### config.mk
export PLATFORM = sky130hd
export DESIGN_NAME = dma_tile_sequencer_flat
export DESIGN_NICKNAME = d
export VERILOG_FILES = /design/src/rtl/dma_tile_sequencer_if.sv /design/src/rtl/dma_tile_sequencer.sv /design/src/flat_wrapper.sv
export SDC_FILE = /design/constraint.sdc
export NUM_CORES = 1
export LEC_CHECK = 0
export CAP_MARGIN = 20
export CORE_MARGIN = 4
export CORE_UTILIZATION = 50
export DETAILED_ROUTE_END_ITERATION = 10
export DONT_BUFFER_PORTS = 1
export PLACE_DENSITY = 0.7
export SKIP_LAST_GASP = 1
export SYNTH_ARGS = -nofsm -noshare
export SYNTH_HDL_FRONTEND = slang
export SYNTH_SLANG_ARGS = --single-unit
### constraint.sdc
create_clock -name m_axi_aclk -period 7.2 [get_ports m_axi_aclk]
set_input_delay 1.08 -clock m_axi_aclk [delete_from_list [all_inputs] [get_ports m_axi_aclk]]
set_output_delay 1.08 -clock m_axi_aclk [all_outputs]
set_load 0.03 [all_outputs]
### src/rtl/dma_tile_sequencer_if.sv
// Tile descriptor, burst command and completion signals between a tile
// sequencer (master side) and its producer/DMA environment (slave side).
interface dma_tile_sequencer_if #(
    parameter int unsigned ADDR_WIDTH = 32
);
    logic                  tile_valid;
    logic                  tile_ready;
    logic [ADDR_WIDTH-1:0] tile_base;
    logic [15:0]           tile_row_bytes;
    logic [15:0]           tile_rows;
    logic [ADDR_WIDTH-1:0] tile_stride;

    logic                  cmd_valid;
    logic                  cmd_ready;
    logic [ADDR_WIDTH-1:0] cmd_addr;
    logic [7:0]            cmd_len;
    logic [2:0]            cmd_size;
    logic                  cmd_last;

    logic                  burst_done;
    logic                  abort;
    logic                  busy;
    logic                  tile_done;
    logic                  tile_aborted;
    logic                  cfg_err;

    // Sequencer side: accepts descriptors, issues burst commands.
    modport master (
        input  tile_valid, tile_base, tile_row_bytes, tile_rows, tile_stride,
        input  cmd_ready, burst_done, abort,
        output tile_ready, cmd_valid, cmd_addr, cmd_len, cmd_size, cmd_last,
        output busy, tile_done, tile_aborted, cfg_err
    );

    // Environment side: supplies descriptors, consumes commands.
    modport slave (
        output tile_valid, tile_base, tile_row_bytes, tile_rows, tile_stride,
        output cmd_ready, burst_done, abort,
        input  tile_ready, cmd_valid, cmd_addr, cmd_len, cmd_size, cmd_last,
        input  busy, tile_done, tile_aborted, cfg_err
    );
endinterface

### src/rtl/dma_tile_sequencer.sv
// Splits a 2-D tile (rows x row_bytes, row pitch = stride) into AXI4 read
// burst commands of at most 256 beats that never cross a 4 KB boundary,
// with a cap on issued-but-incomplete bursts and abort support.
module dma_tile_sequencer #(
    parameter int unsigned DMA_AXI_ADDR_WIDTH = 32,
    parameter int unsigned DMA_DATA_WIDTH_SRC = 64,
    parameter int unsigned MAX_OUTSTANDING    = 4
) (
    input  logic                    m_axi_aclk,
    input  logic                    m_axi_aresetn,
    dma_tile_sequencer_if.master    bus
);
    localparam int unsigned AW         = DMA_AXI_ADDR_WIDTH;
    localparam int unsigned BEAT_BYTES = DMA_DATA_WIDTH_SRC / 8;
    localparam int unsigned SIZE       = $clog2(BEAT_BYTES);
    localparam int unsigned OW         = $clog2(MAX_OUTSTANDING + 1);
    localparam logic [2:0]    CMD_SIZE  = 3'(SIZE);
    localparam logic [15:0]   ROW_MASK  = 16'(BEAT_BYTES - 1);
    localparam logic [AW-1:0] ADDR_MASK = AW'(BEAT_BYTES - 1);
    localparam logic [OW-1:0] OUT_MAX   = OW'(MAX_OUTSTANDING);

    typedef enum logic [1:0] {IDLE, CHECK, ISSUE, DRAIN} state_t;

    state_t          state;
    logic [AW-1:0]   row_start;
    logic [AW-1:0]   cur_addr;
    logic [AW-1:0]   stride_q;
    logic [15:0]     row_bytes_q;
    logic [15:0]     rem_bytes;
    logic [15:0]     rows_left;
    logic [OW-1:0]   outstanding;
    logic            abort_seen;

    logic            tile_ready_q;
    logic            cmd_valid_q;
    logic [AW-1:0]   cmd_addr_q;
    logic [7:0]      cmd_len_q;
    logic            cmd_last_q;
    logic            busy_q;
    logic            tile_done_q;
    logic            tile_aborted_q;
    logic            cfg_err_q;

    logic            hs_c;
    logic            dec_c;
    logic [OW-1:0]   out_next_c;
    logic            abort_c;
    logic            desc_ok_c;
    logic [12:0]     bound_bytes_c;
    logic [12:0]     bound_beats_c;
    logic [15:0]     rem_beats_c;
    logic [15:0]     beats_c;
    logic [15:0]     burst_bytes_c;
    logic            row_end_c;
    logic            last_c;
    logic [AW-1:0]   next_row_c;
    logic            load_c;

    // Next-burst geometry, outstanding bookkeeping and command-load decision.
    always_comb begin
        hs_c          = cmd_valid_q & bus.cmd_ready;
        dec_c         = bus.burst_done && (outstanding != '0);
        out_next_c    = outstanding;
        if (hs_c && !dec_c) begin
            out_next_c = outstanding + OW'(1);
        end else if (!hs_c && dec_c) begin
            out_next_c = outstanding - OW'(1);
        end
        abort_c       = bus.abort | abort_seen;
        desc_ok_c     = (row_bytes_q != 16'd0) && (rows_left != 16'd0) &&
                        ((row_bytes_q & ROW_MASK) == 16'd0) &&
                        ((cur_addr & ADDR_MASK) == '0);
        bound_bytes_c = 13'd4096 - {1'b0, cur_addr[11:0]};
        bound_beats_c = bound_bytes_c >> SIZE;
        rem_beats_c   = rem_bytes >> SIZE;
        beats_c       = 16'd256;
        if (16'(bound_beats_c) < beats_c) begin
            beats_c = 16'(bound_beats_c);
        end
        if (rem_beats_c < beats_c) begin
            beats_c = rem_beats_c;
        end
        burst_bytes_c = beats_c << SIZE;
        row_end_c     = (rem_bytes == burst_bytes_c);
        last_c        = row_end_c && (rows_left == 16'd1);
        next_row_c    = row_start + stride_q;
        load_c        = 1'b0;
        if (state == CHECK) begin
            load_c = desc_ok_c;
        end else if (state == ISSUE) begin
            load_c = !abort_c && (out_next_c < OUT_MAX) &&
                     (!cmd_valid_q || (hs_c && !cmd_last_q));
        end
    end

    // Sequencer FSM, cursor advance and registered outputs.
    always_ff @(posedge m_axi_aclk or negedge m_axi_aresetn) begin
        if (!m_axi_aresetn) begin
            state          <= IDLE;
            row_start      <= '0;
            cur_addr       <= '0;
            stride_q       <= '0;
            row_bytes_q    <= '0;
            rem_bytes      <= '0;
            rows_left      <= '0;
            outstanding    <= '0;
            abort_seen     <= 1'b0;
            tile_ready_q   <= 1'b0;
            cmd_valid_q    <= 1'b0;
            cmd_addr_q     <= '0;
            cmd_len_q      <= '0;
            cmd_last_q     <= 1'b0;
            busy_q         <= 1'b0;
            tile_done_q    <= 1'b0;
            tile_aborted_q <= 1'b0;
            cfg_err_q      <= 1'b0;
        end else begin
            tile_done_q    <= 1'b0;
            tile_aborted_q <= 1'b0;
            cfg_err_q      <= 1'b0;
            outstanding    <= out_next_c;

            if (load_c) begin
                cmd_addr_q <= cur_addr;
                cmd_len_q  <= 8'(beats_c - 16'd1);
                cmd_last_q <= last_c;
                if (row_end_c) begin
                    row_start <= next_row_c;
                    cur_addr  <= next_row_c;
                    rem_bytes <= row_bytes_q;
                    rows_left <= rows_left - 16'd1;
                end else begin
                    cur_addr  <= cur_addr + AW'(burst_bytes_c);
                    rem_bytes <= rem_bytes - burst_bytes_c;
                end
            end

            case (state)
                IDLE: begin
                    if (bus.tile_valid && tile_ready_q) begin
                        state        <= CHECK;
                        tile_ready_q <= 1'b0;
                        busy_q       <= 1'b1;
                        abort_seen   <= 1'b0;
                        row_start    <= bus.tile_base;
                        cur_addr     <= bus.tile_base;
                        stride_q     <= bus.tile_stride;
                        row_bytes_q  <= bus.tile_row_bytes;
                        rem_bytes    <= bus.tile_row_bytes;
                        rows_left    <= bus.tile_rows;
                    end else begin
                        tile_ready_q <= 1'b1;
                    end
                end
                CHECK: begin
                    if (desc_ok_c) begin
                        state       <= ISSUE;
                        cmd_valid_q <= 1'b1;
                    end else begin
                        state        <= IDLE;
                        cfg_err_q    <= 1'b1;
                        busy_q       <= 1'b0;
                        tile_ready_q <= 1'b1;
                    end
                end
                ISSUE: begin
                    if (bus.abort) begin
                        abort_seen <= 1'b1;
                    end
                    if (hs_c && (cmd_last_q || abort_c)) begin
                        state       <= DRAIN;
                        cmd_valid_q <= 1'b0;
                    end else if (!cmd_valid_q && abort_c) begin
                        state <= DRAIN;
                    end else if (!cmd_valid_q || hs_c) begin
                        cmd_valid_q <= load_c;
                    end
                end
                DRAIN: begin
                    if (bus.abort) begin
                        abort_seen <= 1'b1;
                    end
                    if (outstanding == '0) begin
                        state          <= IDLE;
                        tile_done_q    <= 1'b1;
                        tile_aborted_q <= abort_seen | bus.abort;
                        busy_q         <= 1'b0;
                        tile_ready_q   <= 1'b1;
                    end
                end
                default: state <= IDLE;
            endcase
        end
    end

    assign bus.tile_ready   = tile_ready_q;
    assign bus.cmd_valid    = cmd_valid_q;
    assign bus.cmd_addr     = cmd_addr_q;
    assign bus.cmd_len      = cmd_len_q;
    assign bus.cmd_size     = CMD_SIZE;
    assign bus.cmd_last     = cmd_last_q;
    assign bus.busy         = busy_q;
    assign bus.tile_done    = tile_done_q;
    assign bus.tile_aborted = tile_aborted_q;
    assign bus.cfg_err      = cfg_err_q;
endmodule

### src/flat_wrapper.sv
// flat-port wrapper written by rule: the top's interface ports become plain ports
module dma_tile_sequencer_flat 
#(
    parameter int unsigned DMA_AXI_ADDR_WIDTH = 32,
    parameter int unsigned DMA_DATA_WIDTH_SRC = 64,
    parameter int unsigned MAX_OUTSTANDING    = 4
)
  (m_axi_aclk, m_axi_aresetn, bus_tile_valid, bus_tile_base, bus_tile_row_bytes, bus_tile_rows, bus_tile_stride, bus_cmd_ready, bus_burst_done, bus_abort, bus_tile_ready, bus_cmd_valid, bus_cmd_addr, bus_cmd_len, bus_cmd_size, bus_cmd_last, bus_busy, bus_tile_done, bus_tile_aborted, bus_cfg_err);
  dma_tile_sequencer_if #(.ADDR_WIDTH((32))) bus_i ();
  input  logic m_axi_aclk;
  input  logic m_axi_aresetn;
  input wire logic [$bits(bus_i.tile_valid)-1:0] bus_tile_valid;
  input wire logic [$bits(bus_i.tile_base)-1:0] bus_tile_base;
  input wire logic [$bits(bus_i.tile_row_bytes)-1:0] bus_tile_row_bytes;
  input wire logic [$bits(bus_i.tile_rows)-1:0] bus_tile_rows;
  input wire logic [$bits(bus_i.tile_stride)-1:0] bus_tile_stride;
  input wire logic [$bits(bus_i.cmd_ready)-1:0] bus_cmd_ready;
  input wire logic [$bits(bus_i.burst_done)-1:0] bus_burst_done;
  input wire logic [$bits(bus_i.abort)-1:0] bus_abort;
  output wire logic [$bits(bus_i.tile_ready)-1:0] bus_tile_ready;
  output wire logic [$bits(bus_i.cmd_valid)-1:0] bus_cmd_valid;
  output wire logic [$bits(bus_i.cmd_addr)-1:0] bus_cmd_addr;
  output wire logic [$bits(bus_i.cmd_len)-1:0] bus_cmd_len;
  output wire logic [$bits(bus_i.cmd_size)-1:0] bus_cmd_size;
  output wire logic [$bits(bus_i.cmd_last)-1:0] bus_cmd_last;
  output wire logic [$bits(bus_i.busy)-1:0] bus_busy;
  output wire logic [$bits(bus_i.tile_done)-1:0] bus_tile_done;
  output wire logic [$bits(bus_i.tile_aborted)-1:0] bus_tile_aborted;
  output wire logic [$bits(bus_i.cfg_err)-1:0] bus_cfg_err;
  assign bus_i.tile_valid = bus_tile_valid;
  assign bus_i.tile_base = bus_tile_base;
  assign bus_i.tile_row_bytes = bus_tile_row_bytes;
  assign bus_i.tile_rows = bus_tile_rows;
  assign bus_i.tile_stride = bus_tile_stride;
  assign bus_i.cmd_ready = bus_cmd_ready;
  assign bus_i.burst_done = bus_burst_done;
  assign bus_i.abort = bus_abort;
  assign bus_tile_ready = bus_i.tile_ready;
  assign bus_cmd_valid = bus_i.cmd_valid;
  assign bus_cmd_addr = bus_i.cmd_addr;
  assign bus_cmd_len = bus_i.cmd_len;
  assign bus_cmd_size = bus_i.cmd_size;
  assign bus_cmd_last = bus_i.cmd_last;
  assign bus_busy = bus_i.busy;
  assign bus_tile_done = bus_i.tile_done;
  assign bus_tile_aborted = bus_i.tile_aborted;
  assign bus_cfg_err = bus_i.cfg_err;
  dma_tile_sequencer #(.DMA_AXI_ADDR_WIDTH(DMA_AXI_ADDR_WIDTH), .DMA_DATA_WIDTH_SRC(DMA_DATA_WIDTH_SRC), .MAX_OUTSTANDING(MAX_OUTSTANDING)) u_core (.m_axi_aclk(m_axi_aclk), .m_axi_aresetn(m_axi_aresetn), .bus(bus_i));
endmodule
==> flow_summary_export.csv <==
group,metric,value,unit
logic_synthesis,post_synth.cell_area_avg,8.291,um^2
worst_setup_path,worst_ep_required_time,7.55,ns
die,die-area,26640,um^2
logic_synthesis,yosys_warnings,0,
grt,first_global_vias,9583,
clock_network,max_clock_buf_depth,2,
die,initial_utilization,51.02,%
logic_synthesis,async_flop_share,100.0,%
min_path,worstHoldPathType,"in -> async",
clock_network,tritoncts.num_buffers,17,
flow_run,cap_violations,0,
die,row_count,56,
clock_network,worst_skew_pair.late_latency,0.44,ns
grt,grt_use_total,24.09,%
power_and_ir_drop,comb_power_share,55.2,%
worst_setup_path,critical_path_peak_fanout,9,
die,dieWidth,163.2,um
logic_synthesis,synthesis.area,12050,um^2
cells_and_area,final_common_cell,"nand2_1",
place,hpwl,23.66,mm
power_and_ir_drop,seqPwrFrac,32.1,%
cells_and_area,area.sequential,4930,um^2
clock_network,cts.clk_slew.worst_paths,0.08,ns
die,core_area,23610,um^2
place,placement.io_buffers,0,
clock_network,ctsResizeCount,0,
clock_network,cts_hold_buffers,0,
sta,final-hold-violation-count,0,
logic_synthesis,synth_flop_cell,"dfrtp_1",
status,outcome,"finished clean",
sta,slew-limit-headroom,38.87,%
route,top_layer_used,"met4",
route,drt_first_iter_violations,865,
cells_and_area,final_cell_mix,"nand2_1, dfrtp_1, nor2_1",
worst_setup_path,critical_path.reg2reg.startpoint,"u_core.cur_addr[1]$_DFF_PN0_",
die,io_pins,152,
logic_synthesis,seq_area_frac_synth,40.92,%
worst_setup_path,critPathMaxStageDelay,0.56,ns
route,viasPerCell,5.736,
worst_setup_path,critical_path.startpoint_type,"flip-flop",
cells_and_area,synthToLayoutAreaGrowth,7.301,%
route,drc_errors,0,
power_and_ir_drop,power_density,574.9,nW/um^2
die,fp.dieH,163.2,um
sta,tns,0,ns
sta,timing_worst_slew_pin_value,0.9169,ns
route,route.layer.met1.wl,15.93,mm
sta,setup_violations,0,
power_and_ir_drop,cellLeakagePower,5.961,nW
grt,antenna_found_initial,1,
sta,report.final.slew_viol_count,0,
place,preCtsSetupSlack,1.045,ns
worst_setup_path,timing.critical_path.to_type,"flip-flop",
clock_network,cts_setup_buffers,0,
sta,rsz0062_at_grt,"false",
grt,grt_pass1_wl,51.34,mm
power_and_ir_drop,p_int,3.755,mW
worst_setup_path,critPathSlowestCell,"nor4_4",
worst_setup_path,worst_setup_path_startpoint,"u_core.cur_addr[1]$_DFF_PN0_",
route,post_drt_wl_per_cell,18.29,um
sta,fin_hold_ws,0.3306,ns
worst_setup_path,crit_arrival,6.60,ns
clock_network,sinks_on_the_clock_net,197,
cells_and_area,drive_gt1_share,5.821,%
worst_setup_path,worst-setup-path-type,"reg -> reg",
clock_network,cts_tree,"yes",
clock_network,ctsHtreeMaxLevel,4,
sta,fraction_of_the_cycle_the_final_worst_path_needs,86.91,%
power_and_ir_drop,total_switching_power,3.676,mW
cells_and_area,multiInputGateArea,6696,um^2
route,first_pass_iters,5,
worst_setup_path,ff2ff_path_depth,27,
grt,grt.overflow.total,0,
clock_network,ctsRootBufferMaster,"clkbuf_16",
sta,post-route-min-period,6.258,ns
sta,worst_slack_setup_final,0.9423,ns
route,route.vias.total,10110,
logic_synthesis,synth_cells,1453,
place,gp_congestion,0.9403,
logic_synthesis,ys_seq_elements,197,
logic_synthesis,synth_enable_flop_cells,0,
route,met2_length,13.58,mm
route,met3WireLength,2.259,mm
power_and_ir_drop,peak_supply_drop,0.2035,mV
route,route.final.wire_length,32.24,mm
sta,achievable-frequency,0.1598,GHz
cells_and_area,numnets_final,1606,
sta,finalClockSkew,0.01452,ns
power_and_ir_drop,netSwitchingFraction,49.46,%
route,route.antenna.remaining_nets,0,
logic_synthesis,synthDistinctLibCells,79,
power_and_ir_drop,power.clock.fraction,12.8,%
cells_and_area,num-fill-cells,2225,
grt,maximum_number_of_pins_on_one_net_before_global_route_repair,198,
power by group through the flow:
stage | Clock (mW) | Sequential, mW | Combinational [mW]
after floorplan | 0 | 2.18 | 3.22
after global placement | 0 | 2.37 | 3.99
after detailed placement | 0 | 2.39 | 4.02
after CTS | 0.970 | 2.37 | 4.06
after global routing | 1.01 | 2.44 | 4.60
final | 0.948 | 2.38 | 4.10
Yosys cell counts, types with 4 or more instances:
cell      count  area (um^2)
nor4_1        9        56.30
a31oi_1      17        106.4
a21o_1       18        135.1
o31ai_1       8        60.06
nand2b_1      8        50.05
inv_1        46        172.7
nor2b_1       6        37.54
or3_1         8        50.05
a211o_1       6        52.55
xnor2_1      47        411.6
nand4_1      14        87.58
nand3_1      31        155.2
ha_1         71        888.4
nor3b_1       4        30.03
o21ai_0      75        375.4
dfrtp_1     197         4930
inv_2         4        15.01
buf_2         7        35.03
o21ai_1      32        160.2
and3_1       11        68.82
o211ai_1     21        157.7
a21oi_1     107        535.5
mux2i_1       7        70.07
buf_4         4        30.03
nand2_1     346         1299
nor3_1       44        220.2
nor2_1      116        435.4
xor2_1       28        245.2
a211oi_1     13        97.59
clkbuf_1     41        153.9
o21a_1       10        75.07
buf_1        13        48.80
o22ai_1       4        25.02
a221oi_1      4        35.03
worst paths after layout:
| kind | to | slack, ns |
|---|---|---|
| setup / recovery | u_core.cur_addr[23]$_DFF_PN0_ | 0.94 |
| hold / removal | u_core.row_bytes_q[5]$_DFFE_PN0P_ | 0.33 |
| setup reg to reg | u_core.cur_addr[23]$_DFF_PN0_ | 0.94 |
| hold reg to reg | u_core.stride_q[3]$_DFFE_PN0P_ | 0.49 |
| max in group asynchronous | u_core.stride_q[0]$_DFFE_PN0P_ | 6.24 |
| min in group m_axi_aclk | u_core.stride_q[3]$_DFFE_PN0P_ | 0.49 |
registers in the layout, summed over array words and instances, names as in the netlist, named ones only:
signal,count
u_core.row_start,32
u_core.bus.tile_ready,1
u_core.stride_q,32
u_core.rem_bytes,16
u_core.rows_left,16
u_core.bus.cmd_valid,1
u_core.bus.busy,1
u_core.cur_addr,32
u_core.bus.tile_aborted,1
u_core.bus.cfg_err,1
u_core.row_bytes_q,16
u_core.bus.tile_done,1
u_core.outstanding,3
u_core.bus.cmd_len,8
u_core.bus.cmd_addr,32
u_core.bus.cmd_last,1
u_core.abort_seen,1
u_core.state,1
logic make-up (layout without fill, tap and decap cells):
| kind of cell | Yosys count | after routing | synth area share (%) |
|---|---|---|---|
| AOI/OAI and AO/OA | 351 | 351 | 17.97 |
| xor gates and xnor gates | 75 | 75 | 5.453 |
| adders and majority gates | 74 | 74 | 7.873 |
| buffers and inverters | 115 | 100 | 3.781 |
| DFF | 197 | 197 | 40.92 |
| muxes | 10 | 10 | 0.9555 |
| other | 2 | 8 | 0.06234 |
| and+or+nand+nor | 629 | 629 | 22.99 |
critical path: cells and delay by family, from the launching register on:
kind                     cells  cell delay (ns)
AND/OR/NAND/NOR             10             2.34
AO/OA/AOI/OAI                9             1.87
adder cells (fa/ha/maj)      3             0.88
buffers and inverters        4             0.47
flip-flops                   1             0.45
XOR/XNOR                     1             0.16
per-stage QoR:
| stage | utilization (%) | instances | instance area (um^2) | power, mW |
|---|---|---|---|---|
| final | 54.74 | 1763 | 12930 | 7.431 |
| after global routing | 54.74 | 1763 | 12930 | 8.051 |
| after CTS | 54.73 | 1762 | 12920 | 7.400 |
| after detailed placement | 52.29 | 1730 | 12350 | 6.413 |
| after global placement | 52.29 | 1730 | 12350 | 6.363 |
| after floorplan | - | 1458 | 12070 | 5.404 |
layer usage:
layer	vias up	global-route usage, %
met5	-	0
met4	0	5.604
met2	317	35.06
met3	28	4.315
li1	4994	-
met1	4773	37.34
layout make-up:
type	instances	share of cell area [%]
timing repair buffer	18	1.045
multi-input combinational	1146	51.81
antenna	1	0.01936
clock inverter	14	1.055
tap	319	3.088
inverter	50	1.452
sequential	197	38.14
clock buffer	18	3.398
Power figures use the tool's default switching activity.
